## src/rtl/pipe_pkg.sv

```systemverilog
// Shared types and constants for the pipeline stall/flush sequencer.
package pipe_pkg;

    typedef enum logic [1:0] {
        HOLD     = 2'd0,
        RUN      = 2'd1,
        MEM_WAIT = 2'd2
    } pipe_state_t;

    typedef struct packed {
        logic pc_write;
        logic ifid_write;
        logic idex_write;
        logic exmem_write;
        logic ifid_flush;
        logic idex_bubble;
        logic memwb_bubble;
    } pipe_ctrl_t;

    localparam logic [4:0] REG_ZERO = 5'd0;

    // Control bundles, field order as declared in pipe_ctrl_t
    localparam pipe_ctrl_t CTRL_HOLD     = 7'b0000_111;
    localparam pipe_ctrl_t CTRL_FREEZE   = 7'b0000_001;
    localparam pipe_ctrl_t CTRL_FLUSH    = 7'b1111_110;
    localparam pipe_ctrl_t CTRL_LOAD_USE = 7'b0011_010;
    localparam pipe_ctrl_t CTRL_RUN      = 7'b1111_000;

    function automatic logic [7:0] sat_inc8(input logic [7:0] v);
        return (v == 8'hFF) ? v : v + 8'd1;
    endfunction

endpackage

```

## src/rtl/hazard_detect.sv

```systemverilog
// Load-use comparator: flags an ID source register that depends on a load still in EX.
module hazard_detect
    import pipe_pkg::*;
(
    input  logic [4:0] id_rs1,
    input  logic [4:0] id_rs2,
    input  logic       id_uses_rs1,
    input  logic       id_uses_rs2,
    input  logic [4:0] ex_rd,
    input  logic       ex_memread,
    output logic       load_use
);

    assign load_use = ex_memread && (ex_rd != REG_ZERO) &&
                      ((id_uses_rs1 && (id_rs1 == ex_rd)) ||
                       (id_uses_rs2 && (id_rs2 == ex_rd)));

endmodule

```

## src/rtl/pipeline_hazard_ctrl.sv

```systemverilog
// Stall/flush sequencer for the five-stage pipe; PIPE_PERF_CNT_EN adds hazard perf counters.
// state    | meaning
// HOLD     | post-reset window, pipe held empty
// RUN      | normal issue; branch flush and load-use bubble resolved here
// MEM_WAIT | data memory stalled, whole pipe frozen until mem_ready
module pipeline_hazard_ctrl
    import pipe_pkg::*;
#(
    parameter int unsigned RESET_HOLD_CYCLES = 2,
    parameter int unsigned MEM_TIMEOUT       = 64,
    parameter int unsigned CNT_W             = 32
) (
    input  logic             clk,
    input  logic             rst,
    input  logic [4:0]       id_rs1,
    input  logic [4:0]       id_rs2,
    input  logic             id_uses_rs1,
    input  logic             id_uses_rs2,
    input  logic [4:0]       ex_rd,
    input  logic             ex_memread,
    input  logic             ex_branch_taken,
    input  logic             mem_req,
    input  logic             mem_ready,
    output logic             pc_write,
    output logic             pc_sel,
    output logic             ifid_write,
    output logic             idex_write,
    output logic             exmem_write,
    output logic             ifid_flush,
    output logic             idex_bubble,
    output logic             memwb_bubble,
    output logic             mem_err,
`ifdef PIPE_PERF_CNT_EN
    output logic [CNT_W-1:0] stall_cycles,
    output logic [CNT_W-1:0] flush_count,
    output logic [CNT_W-1:0] wait_cycles,
`endif
    output logic [1:0]       state
);

    if (RESET_HOLD_CYCLES < 1 || RESET_HOLD_CYCLES > 15 ||
        MEM_TIMEOUT < 1 || MEM_TIMEOUT > 255 || CNT_W < 1) begin : g_param_check
        $error("pipeline_hazard_ctrl: parameter out of legal range");
    end

    localparam logic [3:0] HOLD_LOAD  = 4'(RESET_HOLD_CYCLES - 1);
    localparam logic [7:0] TIMEOUT_M1 = 8'(MEM_TIMEOUT - 1);

    pipe_state_t state_q;
    logic [3:0]  hold_cnt;
    logic [7:0]  wait_cnt;
    logic        load_use;
    logic        freeze;
    pipe_ctrl_t  ctrl;

    hazard_detect u_hazard_detect (
        .id_rs1      (id_rs1),
        .id_rs2      (id_rs2),
        .id_uses_rs1 (id_uses_rs1),
        .id_uses_rs2 (id_uses_rs2),
        .ex_rd       (ex_rd),
        .ex_memread  (ex_memread),
        .load_use    (load_use)
    );

    assign freeze = mem_req && !mem_ready;

    always_ff @(posedge clk or negedge rst) begin
        if (!rst) begin
            state_q  <= HOLD;
            hold_cnt <= HOLD_LOAD;
            wait_cnt <= 8'd0;
            mem_err  <= 1'b0;
        end else begin
            case (state_q)
                HOLD: begin
                    if (hold_cnt == 4'd0) state_q <= RUN;
                    else                  hold_cnt <= hold_cnt - 4'd1;
                end
                RUN: begin
                    if (freeze) begin
                        state_q  <= MEM_WAIT;
                        wait_cnt <= 8'd0;
                    end
                end
                MEM_WAIT: begin
                    if (freeze) begin
                        wait_cnt <= sat_inc8(wait_cnt);
                        // set on the edge where the count reaches MEM_TIMEOUT
                        if (wait_cnt >= TIMEOUT_M1) mem_err <= 1'b1;
                    end else begin
                        state_q <= RUN;
                    end
                end
                default: state_q <= HOLD;
            endcase
        end
    end

    // Zero-latency decode; freeze outranks branch, branch outranks load-use
    always_comb begin
        ctrl   = CTRL_HOLD;
        pc_sel = 1'b0;
        if (state_q != HOLD) begin
            if (freeze) begin
                ctrl = CTRL_FREEZE;
            end else if (ex_branch_taken) begin
                ctrl   = CTRL_FLUSH;
                pc_sel = 1'b1;
            end else if (load_use) begin
                ctrl = CTRL_LOAD_USE;
            end else begin
                ctrl = CTRL_RUN;
            end
        end
    end

    assign pc_write     = ctrl.pc_write;
    assign ifid_write   = ctrl.ifid_write;
    assign idex_write   = ctrl.idex_write;
    assign exmem_write  = ctrl.exmem_write;
    assign ifid_flush   = ctrl.ifid_flush;
    assign idex_bubble  = ctrl.idex_bubble;
    assign memwb_bubble = ctrl.memwb_bubble;
    assign state        = state_q;

`ifdef PIPE_PERF_CNT_EN
    always_ff @(posedge clk or negedge rst) begin
        if (!rst) begin
            stall_cycles <= '0;
            flush_count  <= '0;
            wait_cycles  <= '0;
        end else if (state_q != HOLD) begin
            if (freeze) begin
                if (wait_cycles != '1) wait_cycles <= wait_cycles + 1'b1;
            end else if (ex_branch_taken) begin
                if (flush_count != '1) flush_count <= flush_count + 1'b1;
            end else if (load_use) begin
                if (stall_cycles != '1) stall_cycles <= stall_cycles + 1'b1;
            end
        end
    end
`endif

endmodule
```

## config.mk

```make
export PLATFORM = sky130hd
export DESIGN_NAME = pipeline_hazard_ctrl
export DESIGN_NICKNAME = d
export VERILOG_FILES = /design/src/rtl/pipe_pkg.sv /design/src/rtl/hazard_detect.sv /design/src/rtl/pipeline_hazard_ctrl.sv
export SDC_FILE = /design/constraint.sdc
export NUM_CORES = 1
export LEC_CHECK = 0
export ABC_CLOCK_PERIOD_IN_PS = 3000
export CAP_MARGIN = 25
export CORE_MARGIN = 3
export CORE_UTILIZATION = 32
export DETAILED_ROUTE_END_ITERATION = 8
export DONT_BUFFER_PORTS = 1
export GPL_TIMING_DRIVEN = 1
export PLACE_DENSITY = 0.42
export SLEW_MARGIN = 20
export SYNTH_ARGS = -nofsm -noshare
export SYNTH_HDL_FRONTEND = slang
export SYNTH_SLANG_ARGS = --single-unit
export TNS_END_PERCENT = 10
```

## constraint.sdc

```tcl
create_clock -name clk -period 3 [get_ports clk]
set_clock_uncertainty 0.05 [all_clocks]
set_input_delay 0.6 -clock clk [delete_from_list [all_inputs] [get_ports clk]]
set_output_delay 0.6 -clock clk [all_outputs]
set_load 0.02 [all_outputs]
```

Word level (Yosys, flattened, before mapping)

Index checks and enable logic that the tools add are counted.

Flip-flop bits (word level): 15
Output and inout bits: 11

Add/sub/neg operators: 2
Order comparisons: 1
Equality and inequality tests: 10
Mux-type cells: 15
Bitwise gates (word level): 1
Reductions and logical operators: 16

Operator list:

| kind                                                                   | number |
|---|---|
| 7-bit two-way mux                                                      | 4 |
| 8-bit two-way mux                                                      | 3 |
| 8-bit one-hot mux with 2 select lines                                  | 1 |
| 5-bit equality test                                                    | 2 |
| 2-bit inequality test (second input constant)                          | 5 |
| 8-bit by 1-bit adder with 8-bit output (second input constant)         | 1 |
| 8-bit equality test (second input constant)                            | 1 |
| 8-bit by 6-bit >= comparator with 1-bit output (second input constant) | 1 |
| 2-bit two-way mux                                                      | 3 |
| 2-bit one-hot mux with 3 select lines                                  | 1 |
| 3-bit AND reduction                                                    | 2 |
| 1-bit logical AND                                                      | 5 |
| 5-bit nonzero test                                                     | 1 |
| 4-bit zero test                                                        | 1 |
| 4-bit AND reduction                                                    | 1 |
| 2-bit nonzero test                                                     | 2 |
| 4-bit by 1-bit subtractor with 4-bit output (second input constant)    | 1 |
| 1-bit two-way mux                                                      | 3 |
| 2-bit by 1-bit equality test with 1-bit output (second input constant) | 1 |
| 2-bit equality test (second input constant)                            | 1 |
| 2-bit zero test                                                        | 1 |
| 2-bit AND reduction                                                    | 1 |
| 1-bit zero test                                                        | 1 |
| 1-bit logical OR                                                       | 1 |
| 1-bit NOT                                                              | 1 |

Longest topological paths before layout

Word-level depth: 8
Gate-level depth with buffers: 5
Depth with buffers taken out: 5

Hierarchy

From an unflattened synthesis, not the netlist that was laid out.

Cells, all modules: 111
Area, all modules: 985.9 um^2

By module, submodules not included:

| module               | times used | cells each | area each (um^2) | sequential area each (um^2) |
|---|---|---|---|---|
| pipeline_hazard_ctrl | 1          | 94         | 852.1            | 376.6 |
| hazard_detect        | 1          | 17         | 133.9            | 0.0 |

Least setup slack after synthesis

Ideal clock, no wire load.

Path type: input port to output port
Start point: in mem_ready
End point: out pc_write
Arrival time: 1.843 ns
Slack: 0.507 ns
Stages: 5
Cell sequence: nand2b_1 -> o21ai_0 -> inv_1 -> o31a_1 -> buf_4

Word-level cells in the longest chain between the ends: 4

Ends and longest elaborated chain:

| what              | line                        | text |
|---|---|---|
| from (decl)       | pipeline_hazard_ctrl.sv:23  | `input logic mem_ready,` |
| 1-bit zero test   | pipeline_hazard_ctrl.sv:66  | `assign freeze = mem_req && !mem_ready;` |
| 1-bit logical AND | pipeline_hazard_ctrl.sv:66  |  |
| 7-bit two-way mux | pipeline_hazard_ctrl.sv:105 | `if (freeze) begin` |
| 7-bit two-way mux | pipeline_hazard_ctrl.sv:104 | `if (state_q != HOLD) begin` |
| to (decl)         | pipeline_hazard_ctrl.sv:24  | `output logic pc_write,` |

Every way passes these cells.

Worst setup path after layout

Start point: reg state_q[1] (netlist: state[1])
End point: out ifid_write

Word-level cells in the longest chain between the ends: 2

Ends and longest elaborated chain:

| what                   | line                        | text |
|---|---|---|
| from (decl)            | pipeline_hazard_ctrl.sv:49  | `pipe_state_t state_q;` |
| from (signal assigned) | pipeline_hazard_ctrl.sv:70  | `state_q <= HOLD;` |
| from (signal assigned) | pipeline_hazard_ctrl.sv:77  | `if (hold_cnt == 4'd0) state_q <= RUN;` |
| from (signal assigned) | pipeline_hazard_ctrl.sv:82  | `state_q <= MEM_WAIT;` |
| 2-bit nonzero test     | pipeline_hazard_ctrl.sv:104 |  |
| 7-bit two-way mux      | pipeline_hazard_ctrl.sv:104 |  |
| to (decl)              | pipeline_hazard_ctrl.sv:26  | `output logic ifid_write,` |

Every way passes these cells.

==> key figures <==
Status
  • Outcome: completed

Worst hold path
  • Hold Path Class: input pin to async pin

STA
  • Hold Fails Final Rpt: 0
  • RSZ-0062 raised after global routing: false
  • Rel. slew slack: 51.87%
  • Max-slew violations: 0
  • Min Tclk post-route: 2.528 ns
  • Setup-failing EPs final: 0
  • Setup TNS: 0 ns
  • Period Utilization, post-route: 84.27%
  • Least-Margin Pin Slew: 0.7144 ns
  • Peak Freq: 0.3955 GHz

Synth
  • Syn nets: 126
  • Post-synth top area cell: dfrtp_1
  • Post-synth top flop: dfrtp_1
  • Post-synthesis sequential area ratio: 38.79%
  • Mapped Area: 970.9 µm²
  • Top cell type's share of synthesized area: 36.08%
  • Synthesized area per cell: 9.613 µm²
  • Synth Register Bits: 15
  • Post-Syn Instances: 101
  • FFs w/ async S/R, synth: 100.0%
  • Main area contributors after synthesis: dfrtp_1 36%, xor2_1 11%, o21ai_0 4.1%
  • EDFF count, synth: 0
  • Ys Warns: 0
  • Yosys cell types: 41

Layout
  • Sequential cell area: 376.6 µm²
  • Layout cell share with drive strength beyond 1: 13.21%
  • Most frequent cells in the layout: 14 x dfrtp_1, 12 x xor2_1, 8 x o21ai_0, 8 x nor2_1, 5 x inv_1
  • Layout area overhead: 7.860%
  • Commonest non-fill, non-tap cell in the layout: dfrtp_1
  • Fin nets: 132
  • Footprint of the multi-input gates: 560.5 µm²
  • N_diodes: 0
  • Layout Utilization: 37.02%
  • Fillers: 285

Pwr
  • Sw power: 217.3 µW
  • Sequential share of power: 45.4%
  • Leak: 0.0004483 µW
  • Internal power: 329.9 µW
  • VDD IR max: 182.2 µV
  • Switching part of the total power: 39.71%
  • Pwr Density: 522.6 nW/µm²
  • Power share of the clock group: 21.0%
  • Comb pwr share: 33.6%

Worst setup path
  • Crit path launch: state[1]
  • CP max stage cell: o21ai_0
  • Crit start category: flop
  • CP Capture Type: output pin
  • Crit path DAT: 1.88 ns
  • FF-to-FF Start: state[0]
  • Crit Path Max Fanout: 7
  • Max incr delay on CP: 0.64 ns
  • Crit-path cells: o21ai_0 -> inv_1 -> o31a_1
  • Worst R2R Setup Slack: 1.36 ns
  • Setup Crit Path Kind: flop to output pin
  • Worst path required time: 2.35 ns

Die
  • Core Region: 2829 µm²
  • Core Rows: 19
  • Die Area: 3731 µm²
  • Die X: 61.09 µm
  • I/O pin cnt: 34
  • Starting density of the core: 34.32%
  • Die Ht: 61.09 µm

Flow run
  • Max-cap violations: 0

Global routing
  • All-Layer GR Usage: 11.00%
  • Remaining global-route overflow: 0
  • Largest net degree at the start of global routing: 15
  • Vias in the first global route: 709
  • Global-route wire length before repair: 3.008 mm
  • Initial antenna violation count: 0

Placement
  • Placed wire-length estimate: 1.436 mm
  • GP Congestion: 0.7273
  • Count of input and output buffers: 0

CTS
  • CTS tree: built
  • Post-CTS setup repair buffer count: 0
  • Reg clk slew, reported paths: 0.09 ns
  • Total CTS buffers: 3
  • H-tree depth: 1
  • CTS Sinks: 15
  • Clock Latency Late Sink: 0.28 ns
  • Clock tree buffer depth: 2
  • Clock root cell: clkbuf_4

Detailed routing
  • Wirelength per Cell: 13.93 µm
  • DRT antenna net count: 0
  • DRC violations left: 0
  • Pre-antenna DRT Iters: 4
  • DR iter-0 viols: 19
  • Drt total wl: 1.909 mm
  • Vias per cell: 5.628
  • Via count: 771
[synthesized netlist by cell type, drive strengths merged, types with 2 or more instances]
| library cell | number |
|---|---|
| dfrtp | 14 |
| xor2 | 12 |
| nor2 | 9 |
| o21ai | 8 |
| a21oi | 5 |
| inv | 5 |
| nand2 | 4 |
| and2 | 3 |
| nand3b | 3 |
| xnor2 | 3 |
| and3 | 2 |
| buf | 2 |
| ha | 2 |
| nand3 | 2 |
| nand4 | 2 |
| nor4 | 2 |
| o2111ai | 2 |
| o211ai | 2 |
| or2b | 2 |
[what timing repair did]
item | CTS | global route
endpoints found under the hold margin | 14 | 0
endpoints found under the setup margin | 0 | 0
gates resized for setup | 0 | 0
hold buffers | 1 | 0
[sequential cells by signal (all words and copies together) (netlist names)]
name / flops
mem_err: 1
wait_cnt: 8
state: 2
hold_cnt: 4
[worst max-delay path, delay by kind of cell (launching register included)]
family	cells	cell delay, ns
flip-flops	1	0.52
AO/OA/AOI/OAI	2	0.92
buffers and inverters	1	0.16
[power groups by stage]
| stage | Combinational (µW) | Clock [µW] | Sequential (µW) |
|---|---|---|---|
| final | 184 | 115 | 249 |
| after global routing | 201 | 136 | 253 |
| after CTS | 185 | 124 | 249 |
| after detailed placement | 179 | 0 | 253 |
| after global placement | 177 | 0 | 253 |
| after floorplan | 162 | 0 | 247 |
[per-stage QoR]
stage	total power (µW)	area (µm²)	worst slack [ns]	hold slack [ns]	instances
after global routing	590.3	1047	0.3242	0.05789	137
after detailed placement	431.8	1010	0.5462	0.2549	132
final	547.3	1047	0.4718	0.09550	137
after global placement	430.5	1010	0.5718	0.2549	132
after floorplan	408.7	970.9	0.5070	0.2544	101
after CTS	558.0	1047	0.4434	0.07529	137
[layout make-up]
type | count | area share, %
inverter | 5 | 1.792
multi-input combinational | 79 | 53.52
sequential | 15 | 35.96
tap | 31 | 3.704
timing repair buffer | 3 | 2.389
clock buffer | 3 | 2.151
clock inverter | 1 | 0.4779
[metal layers]
layer / global-route usage [%] / vias to the layer above / wire, µm
met4: 5.573 / 0 / 30
met1: 14.21 / 359 / 852
met3: 1.887 / 4 / 139
met2: 17.67 / 37 / 886
met5: 0 / - / 0
li1: - / 371 / -
[path summary, 6_finish.rpt]
check / endpoint / cells after the start
worst max register to register: wait_cnt[5] / 4
worst min register to register: hold_cnt[0] / 2
min in group clk: state[0] / 2
worst max-delay path: ifid_write / 3
worst min-delay path: hold_cnt[0] / 0
max in group asynchronous: wait_cnt[5] / 1
[logic make-up (layout without fill, tap and decap cells)]
family / Yosys count / after routing / share of synthesized area (%)
AND/OR/NAND/NOR: 37 / 37 / 22.81
AO/OA/AOI/OAI: 24 / 24 / 17.66
XOR/XNOR: 15 / 15 / 13.53
flip-flops: 15 / 15 / 38.79
buffers and inverters: 7 / 12 / 3.479
adder cells (fa/ha/maj): 2 / 2 / 2.577
multiplexers: 1 / 1 / 1.160
Note: power is estimated with default switching activity, not from simulation.
